`src/rtl/port_master.sv`:
```
// Initiator side of the CPU port I/O bus.
// Turns IN/OUT requests into single-cycle port_clk strobes. Word accesses are split
// into two byte transactions (low byte at port, high byte at port+1). Read data is
// sampled from the responder after WAIT_CYCLES cycles and returned with a rsp_valid pulse.
module port_master #(
    parameter int unsigned WAIT_CYCLES = 1
) (
    input  logic        clock,
    input  logic        reset_n,
    input  logic        req_valid,
    output logic        req_ready,
    input  logic [15:0] req_addr,
    input  logic        req_word,
    input  logic        req_write,
    input  logic [15:0] req_data,
    output logic        rsp_valid,
    output logic [15:0] rsp_data,
    output logic        port_clk,
    output logic [15:0] port,
    output logic [7:0]  port_o,
    output logic        port_w,
    input  logic [7:0]  port_i
);

    localparam logic [2:0] IDLE  = 3'd0;
    localparam logic [2:0] STB0  = 3'd1;
    localparam logic [2:0] WAIT0 = 3'd2;
    localparam logic [2:0] STB1  = 3'd3;
    localparam logic [2:0] WAIT1 = 3'd4;
    localparam logic [2:0] DONE  = 3'd5;

    // Wait counter runs WAIT_CYCLES-1 down to 0; capture happens on the edge ending the 0 cycle.
    localparam logic [3:0] RELOAD = 4'(WAIT_CYCLES - 1);

    logic [2:0]  state_q, state_d;
    logic [3:0]  cnt_q, cnt_d;
    logic [15:0] addr_q, addr_d;
    logic        word_q, word_d;
    logic        write_q, write_d;
    logic [15:0] data_q, data_d;
    logic [7:0]  lo_q, lo_d;

    logic        req_ready_q, req_ready_d;
    logic        rsp_valid_q, rsp_valid_d;
    logic [15:0] rsp_data_q, rsp_data_d;
    logic        port_clk_q, port_clk_d;
    logic [15:0] port_q, port_d;
    logic [7:0]  port_o_q, port_o_d;
    logic        port_w_q, port_w_d;

    assign req_ready = req_ready_q;
    assign rsp_valid = rsp_valid_q;
    assign rsp_data  = rsp_data_q;
    assign port_clk  = port_clk_q;
    assign port      = port_q;
    assign port_o    = port_o_q;
    assign port_w    = port_w_q;

    // Next state and next registered outputs; outputs are computed for the state being entered.
    always_comb begin
        state_d     = state_q;
        cnt_d       = cnt_q;
        addr_d      = addr_q;
        word_d      = word_q;
        write_d     = write_q;
        data_d      = data_q;
        lo_d        = lo_q;
        req_ready_d = 1'b0;
        rsp_valid_d = 1'b0;
        rsp_data_d  = rsp_data_q;
        port_clk_d  = 1'b0;
        port_d      = port_q;
        port_o_d    = port_o_q;
        port_w_d    = 1'b0;

        case (state_q)
            IDLE: begin
                if (req_valid) begin
                    addr_d     = req_addr;
                    word_d     = req_word;
                    write_d    = req_write;
                    data_d     = req_data;
                    state_d    = STB0;
                    port_clk_d = 1'b1;
                    port_d     = req_addr;
                    port_o_d   = req_data[7:0];
                    port_w_d   = req_write;
                end else begin
                    req_ready_d = 1'b1;
                end
            end
            STB0: begin
                if (!write_q) begin
                    state_d = WAIT0;
                    cnt_d   = RELOAD;
                end else if (word_q) begin
                    // Write halves go out on consecutive cycles with distinct addresses.
                    state_d    = STB1;
                    port_clk_d = 1'b1;
                    port_d     = addr_q + 16'd1;
                    port_o_d   = data_q[15:8];
                    port_w_d   = 1'b1;
                end else begin
                    state_d     = DONE;
                    rsp_valid_d = 1'b1;
                    rsp_data_d  = 16'h0000;
                end
            end
            WAIT0: begin
                if (cnt_q == 4'd0) begin
                    lo_d = port_i;
                    if (word_q) begin
                        state_d    = STB1;
                        port_clk_d = 1'b1;
                        port_d     = addr_q + 16'd1;
                        port_o_d   = data_q[15:8];
                        port_w_d   = write_q;
                    end else begin
                        state_d     = DONE;
                        rsp_valid_d = 1'b1;
                        rsp_data_d  = {8'h00, port_i};
                    end
                end else begin
                    cnt_d = cnt_q - 4'd1;
                end
            end
            STB1: begin
                if (!write_q) begin
                    state_d = WAIT1;
                    cnt_d   = RELOAD;
                end else begin
                    state_d     = DONE;
                    rsp_valid_d = 1'b1;
                    rsp_data_d  = 16'h0000;
                end
            end
            WAIT1: begin
                if (cnt_q == 4'd0) begin
                    state_d     = DONE;
                    rsp_valid_d = 1'b1;
                    rsp_data_d  = {port_i, lo_q};
                end else begin
                    cnt_d = cnt_q - 4'd1;
                end
            end
            DONE: begin
                state_d     = IDLE;
                req_ready_d = 1'b1;
            end
            default: begin
                state_d     = IDLE;
                req_ready_d = 1'b1;
            end
        endcase
    end

    // State and output registers; reset aborts any transaction immediately.
    always_ff @(posedge clock or negedge reset_n) begin
        if (!reset_n) begin
            state_q     <= IDLE;
            cnt_q       <= 4'd0;
            addr_q      <= 16'h0000;
            word_q      <= 1'b0;
            write_q     <= 1'b0;
            data_q      <= 16'h0000;
            lo_q        <= 8'h00;
            req_ready_q <= 1'b1;
            rsp_valid_q <= 1'b0;
            rsp_data_q  <= 16'h0000;
            port_clk_q  <= 1'b0;
            port_q      <= 16'h0000;
            port_o_q    <= 8'h00;
            port_w_q    <= 1'b0;
        end else begin
            state_q     <= state_d;
            cnt_q       <= cnt_d;
            addr_q      <= addr_d;
            word_q      <= word_d;
            write_q     <= write_d;
            data_q      <= data_d;
            lo_q        <= lo_d;
            req_ready_q <= req_ready_d;
            rsp_valid_q <= rsp_valid_d;
            rsp_data_q  <= rsp_data_d;
            port_clk_q  <= port_clk_d;
            port_q      <= port_d;
            port_o_q    <= port_o_d;
            port_w_q    <= port_w_d;
        end
    end

endmodule

```
`config.mk`:
```
export PLATFORM = sky130hd
export DESIGN_NAME = port_master
export DESIGN_NICKNAME = d
export VERILOG_FILES = /design/src/rtl/port_master.sv
export SDC_FILE = /design/constraint.sdc
export NUM_CORES = 1
export LEC_CHECK = 0
export ABC_AREA = 0
export CAP_MARGIN = 5
export CORE_ASPECT_RATIO = 1.25
export CORE_UTILIZATION = 44
export CTS_CLUSTER_SIZE = 10
export DETAILED_ROUTE_END_ITERATION = 7
export PLACE_DENSITY = 0.81
export SLEW_MARGIN = 0
export SYNTH_ARGS = -nofsm -noshare
export SYNTH_HDL_FRONTEND = slang
export SYNTH_SLANG_ARGS = --single-unit
```
`constraint.sdc`:
```
create_clock -name clock -period 3.96 [get_ports clock]
set_input_delay 0.99 -clock clock [delete_from_list [all_inputs] [get_ports clock]]
set_output_delay 0.99 -clock clock [all_outputs]
set_load 0.01 [all_outputs]
```
# Word-level counts from Yosys, hierarchy flattened
# Cells that the tools add are included.
# classes
eq_ne	13
addsub	2
reduce_logical	14
mux	44
# ops
cell	count
16-bit two-way mux	10
16-bit case mux with 4 select lines	1
16-bit case mux with 3 select lines	1
8-bit two-way mux	4
8-bit case mux with 3 select lines	1
2-bit inequality test, second input constant	9
16-bit by 1-bit adder with 16-bit output, second input constant	1
3-bit two-way mux	5
3-bit case mux with 5 select lines	1
1-bit two-way mux	14
4-bit two-way mux	2
4-bit case mux with 2 select lines	1
7-bit AND reduction	1
3-bit by 2-bit equality test with 1-bit output, second input constant	2
1-bit case mux with 3 select lines	2
3-bit AND reduction	2
4-bit zero test	1
1-bit case mux with 4 select lines	1
2-bit AND reduction	2
4-bit AND reduction	1
4-bit nonzero test	1
2-bit OR reduction	2
4-bit OR reduction	1
4-bit by 1-bit subtractor with 4-bit output, second input constant	1
other kinds (6)	6
# word_totals
out_inout_bits	44
input_bits	45
elab_cells	87
reg_bits	93

# Logic depth before layout (Yosys ltp)
# logic_depth
ltp_word	4
mapped_depth	8
depth_no_buf	7

# Least setup slack after synthesis
# No wires, ideal clock.
# synth_timing
kind	flip-flop to flip-flop
startpoint	register cnt_q[0]
endpoint	register rsp_data_q[14] (netlist: rsp_data[14])
path_stages_with_launch	8
required_time_ns	3.834
t_arrival_ns	1.734
synth_period_minus_slack_ns	1.861
slack_ns	2.099
path_buffers	1
path_cell_list	dfrtp_1 inv_1 ha_1 or3b_1 o31ai_1 a32o_2 buf_2 o21ai_0
# synth_via
elab_chain_len	3
# synth_lines
element	line_no	source
start, declared	36	logic [3:0] cnt_q, cnt_d;
start signal, assigned	176	cnt_q <= cnt_d;
4-bit zero test (*)	110, 138	
2-bit inequality test (no line)	n/a	
7-bit AND reduction (no line) (*)	n/a	
end signal, assigned	184	rsp_data_q <= rsp_data_d;
end, declared	45	logic [15:0] rsp_data_q, rsp_data_d;
# Every way passes the cells marked *; elsewhere a longest branch is shown, timed or not.
# A chain may end at the register's enable or synchronous reset.

# Worst setup path after layout
# layout_timing
startpoint	register cnt_q[0]
endpoint	register port_q[14] (netlist: port[14])
# layout_via
elab_chain_len	3
# layout_lines
element	line_no	source
4-bit zero test	110	if (cnt_q == 4'd0) begin
2-bit inequality test (no line)	n/a	
4-bit AND reduction (no line)	n/a	
end signal, assigned	186	port_q <= port_d;
end, declared	47	logic [15:0] port_q, port_d;
# Every way passes these cells.

==> flow_summary.yaml <==
run_status:
  status: "completed"
floorplanning:
  die_w_um: 86.4
  row_count: 38
  core_mm2: 0.00865
  dieArea_mm2: 0.00929
  pin_count: 89
  start_util_pct: 45.3
  die_h_um: 108
cells_and_area:
  nFillCells: 759
  utilization_pct: 58.7
  antenna_cells: 0
  drive_above_1_share_pct: 5.77
  final_area_mm2: 0.00508
  fin_nets: 546
  area_delta_synth_final_pct: 29.7
drt:
  firstDrtPassIters: 4
  wl_per_cell_um: 13.7
  drc: 0
  ant_nets: 0
  totalWireLength_mm: 8.53
  drtIter0Drc: 177
  detail_route.vias_per_cell: 5.12
  via_count: 3189
clock_tree:
  clockRootBuffer: "clkbuf_8"
  cts_setup_buffers: 0
  cts_repair_resize_count: 0
  htree_levels: 3
  clockBufferDepth: 2
  cts_buffers: 9
  clk_pin_slew_ns: 0.09
  cts_sinks: 85
  hold_buffers: 0
  clock_latency_ns: 0.36
  cts_tree: "yes"
run:
  cap_viol_max_count: 0
global_routing:
  grt_pass1_vias: 3164
  antenna_found_initial: 0
  grt_usage_pct: 19.7
  grt-ovfl-total: 0
  grt_max_degree: 86
  grt_pass1_wl_mm: 14.5
logic_synthesis:
  ys_seq_elements: 85
  synth_area_per_cell_um2: 9.38
  synthCells: 418
  synth_top_cell_by_area: "dfrtp_1"
  yosysWarnings: 0
  syn_area_mm2: 0.00392
  ys_top_cells_by_area: "dfrtp_1, nand2_1, mux2i_1"
  async_flop_share_pct: 100
  synthesis.nets: 466
  synth_top_cell_area_share_pct: 53.6
  synthFlopType: "dfrtp_1"
  synth_edf_count: 0
  yosysSeqAreaShare_pct: 54.3
  yosysUniqueCellTypes: 42
timing:
  finalCritPeriodShare_pct: 62.1
  setup_tns_ns: 0
  fin_skew_ns: 0.0117
  rsz0062_at_grt: "no"
  finalMaxSlewViolations: 0
  layout_min_cycle_time_ns: 2.46
  setup_viol: 0
  final_hold_viol_count: 0
  fmax_mhz: 406
  relSlewSlack_pct: 29.3
  worst_pin_slew_ns: 1.06
hold_path:
  min_path_type: "flop to flop"
worst_setup_path:
  end_kind: "flop"
  path_max_fanout: 44
  cp.required_ns: 4.23
  worst-setup-path-type: "flop to flop"
  start_kind: "flop"
  arrival_ns: 2.73
power_and_ir_drop:
  vdd_drop_max_mv: 0.364
  cellPowerDensity_mw_per_mm2: 790
  power.total_uw: 4020
  leakage_uw: 0.00228
place:
  portBuffers: 88
  placed_area_mm2: 0.00486
  post-dp-hpwl_mm: 5.78
  gp_congestion: 0.769
[metal layers]
metal / global-route usage [%] / part of all wire, %
met5: 0 / 0
met1: 24.6 / 44
met2: 33.6 / 49
met4: 6.19 / 1.3
met3: 4.91 / 6.3
[logic make-up after synthesis]
group           count (synthesis)  share of synthesized area (%)
simple gates                  181                           20.3
flops                          85                           54.3
compound gates                 73                           11.0
buf+inv                        41                           4.95
mux                            19                           4.85
xor+xnor                       16                           3.58
fa+ha+maj                       3                          0.958
[power by group]
| group | leakage (µW) | internal, µW | switching (µW) |
|---|---|---|---|
| clock | 0.000104 | 358 | 312 |
| combinational | 0.00111 | 857 | 903 |
| sequential | 0.00107 | 1280 | 309 |
| total | 0.00228 | 2490 | 1520 |
[layout by cell type, fill, tap and decap left out, types with 3 or more instances in the layout]
cell type,n
clkbuf_8,9
xnor2_1,7
mux2i_1,19
o211ai_1,6
a22oi_1,9
xor2_1,9
inv_1,19
nor2_1,16
ha_1,3
a21oi_1,12
clkdlybuf4s50_1,87
nand3_1,13
dfrtp_1,84
nor3_1,4
nor4_1,3
o21ai_0,17
o21ai_1,19
nand2_1,127
buf_4,4
[path summary, 6_finish.rpt]
check	from	end	cells after the start	slack, ns
max	cnt_q[0]$_DFFE_PN0P_	port[14]$_DFFE_PN0P_	7	1.50
min	data_q[12]$_DFFE_PN0P_	data_q[12]$_DFFE_PN0P_	2	0.48
max reg2reg	cnt_q[0]$_DFFE_PN0P_	port[14]$_DFFE_PN0P_	7	1.50
min reg2reg	data_q[12]$_DFFE_PN0P_	data_q[12]$_DFFE_PN0P_	2	0.48
max in group asynchronous	reset_n	lo_q[7]$_DFFE_PN0P_	1	2.46
min in group asynchronous	reset_n	port_o[7]$_DFFE_PN0P_	1	0.79
[metrics by stage]
step,std cells,hold WS (ns),setup slack [ns]
4_1_cts,623,0.483,1.51
3_3_place_gp,607,0.456,1.27
3_5_place_dp,607,0.462,1.17
2_1_floorplan,418,0.445,2.10
5_1_grt,623,0.517,1.27
6_report,623,0.479,1.50
[state kept, by name (all words and copies together), names as in the netlist]
signal	flops
addr_q	16
port	16
rsp_data	16
data_q	8
lo_q	8
port_o	8
cnt_q	4
state_q	3
port_clk	1
port_w	1
req_ready	1
rsp_valid	1
word_q	1
write_q	1
[Yosys cell counts, types with 2 or more instances]
cell type	n
o211ai_1	6
nand4_1	2
buf_4	7
nor3b_1	2
nor3_1	4
nor3b_2	2
o21ai_1	19
nor4_1	3
xor2_1	9
inv_1	19
nand3b_1	2
ha_1	3
nand2b_1	2
a22oi_1	9
nand3_1	13
buf_2	11
dfrtp_1	84
xnor2_1	7
o21ai_0	17
mux2i_1	19
nor2_1	16
clkbuf_1	4
a21oi_1	13
nand2_1	127
[cell type report]
| cell class | count | area (µm²) | area share [%] |
|---|---|---|---|
| clock buffer | 11 | 131 | 2.59 |
| inverter | 19 | 71.3 | 1.40 |
| multi-input combinational | 292 | 1610 | 31.8 |
| timing repair buffer | 91 | 901 | 17.7 |
| tap | 120 | 150 | 2.95 |
| clock inverter | 5 | 85.1 | 1.67 |
| sequential | 85 | 2130 | 41.9 |
[critical path: stages (launching register included)]
cell      delay, ns
dfrtp_1        0.41
inv_1          0.14
ha_1           0.24
nor3b_2        0.21
a22o_1         0.27
a21oi_4        0.83
nand2_1        0.14
o211ai_1       0.13
Note: power is estimated with default switching activity, not from simulation.
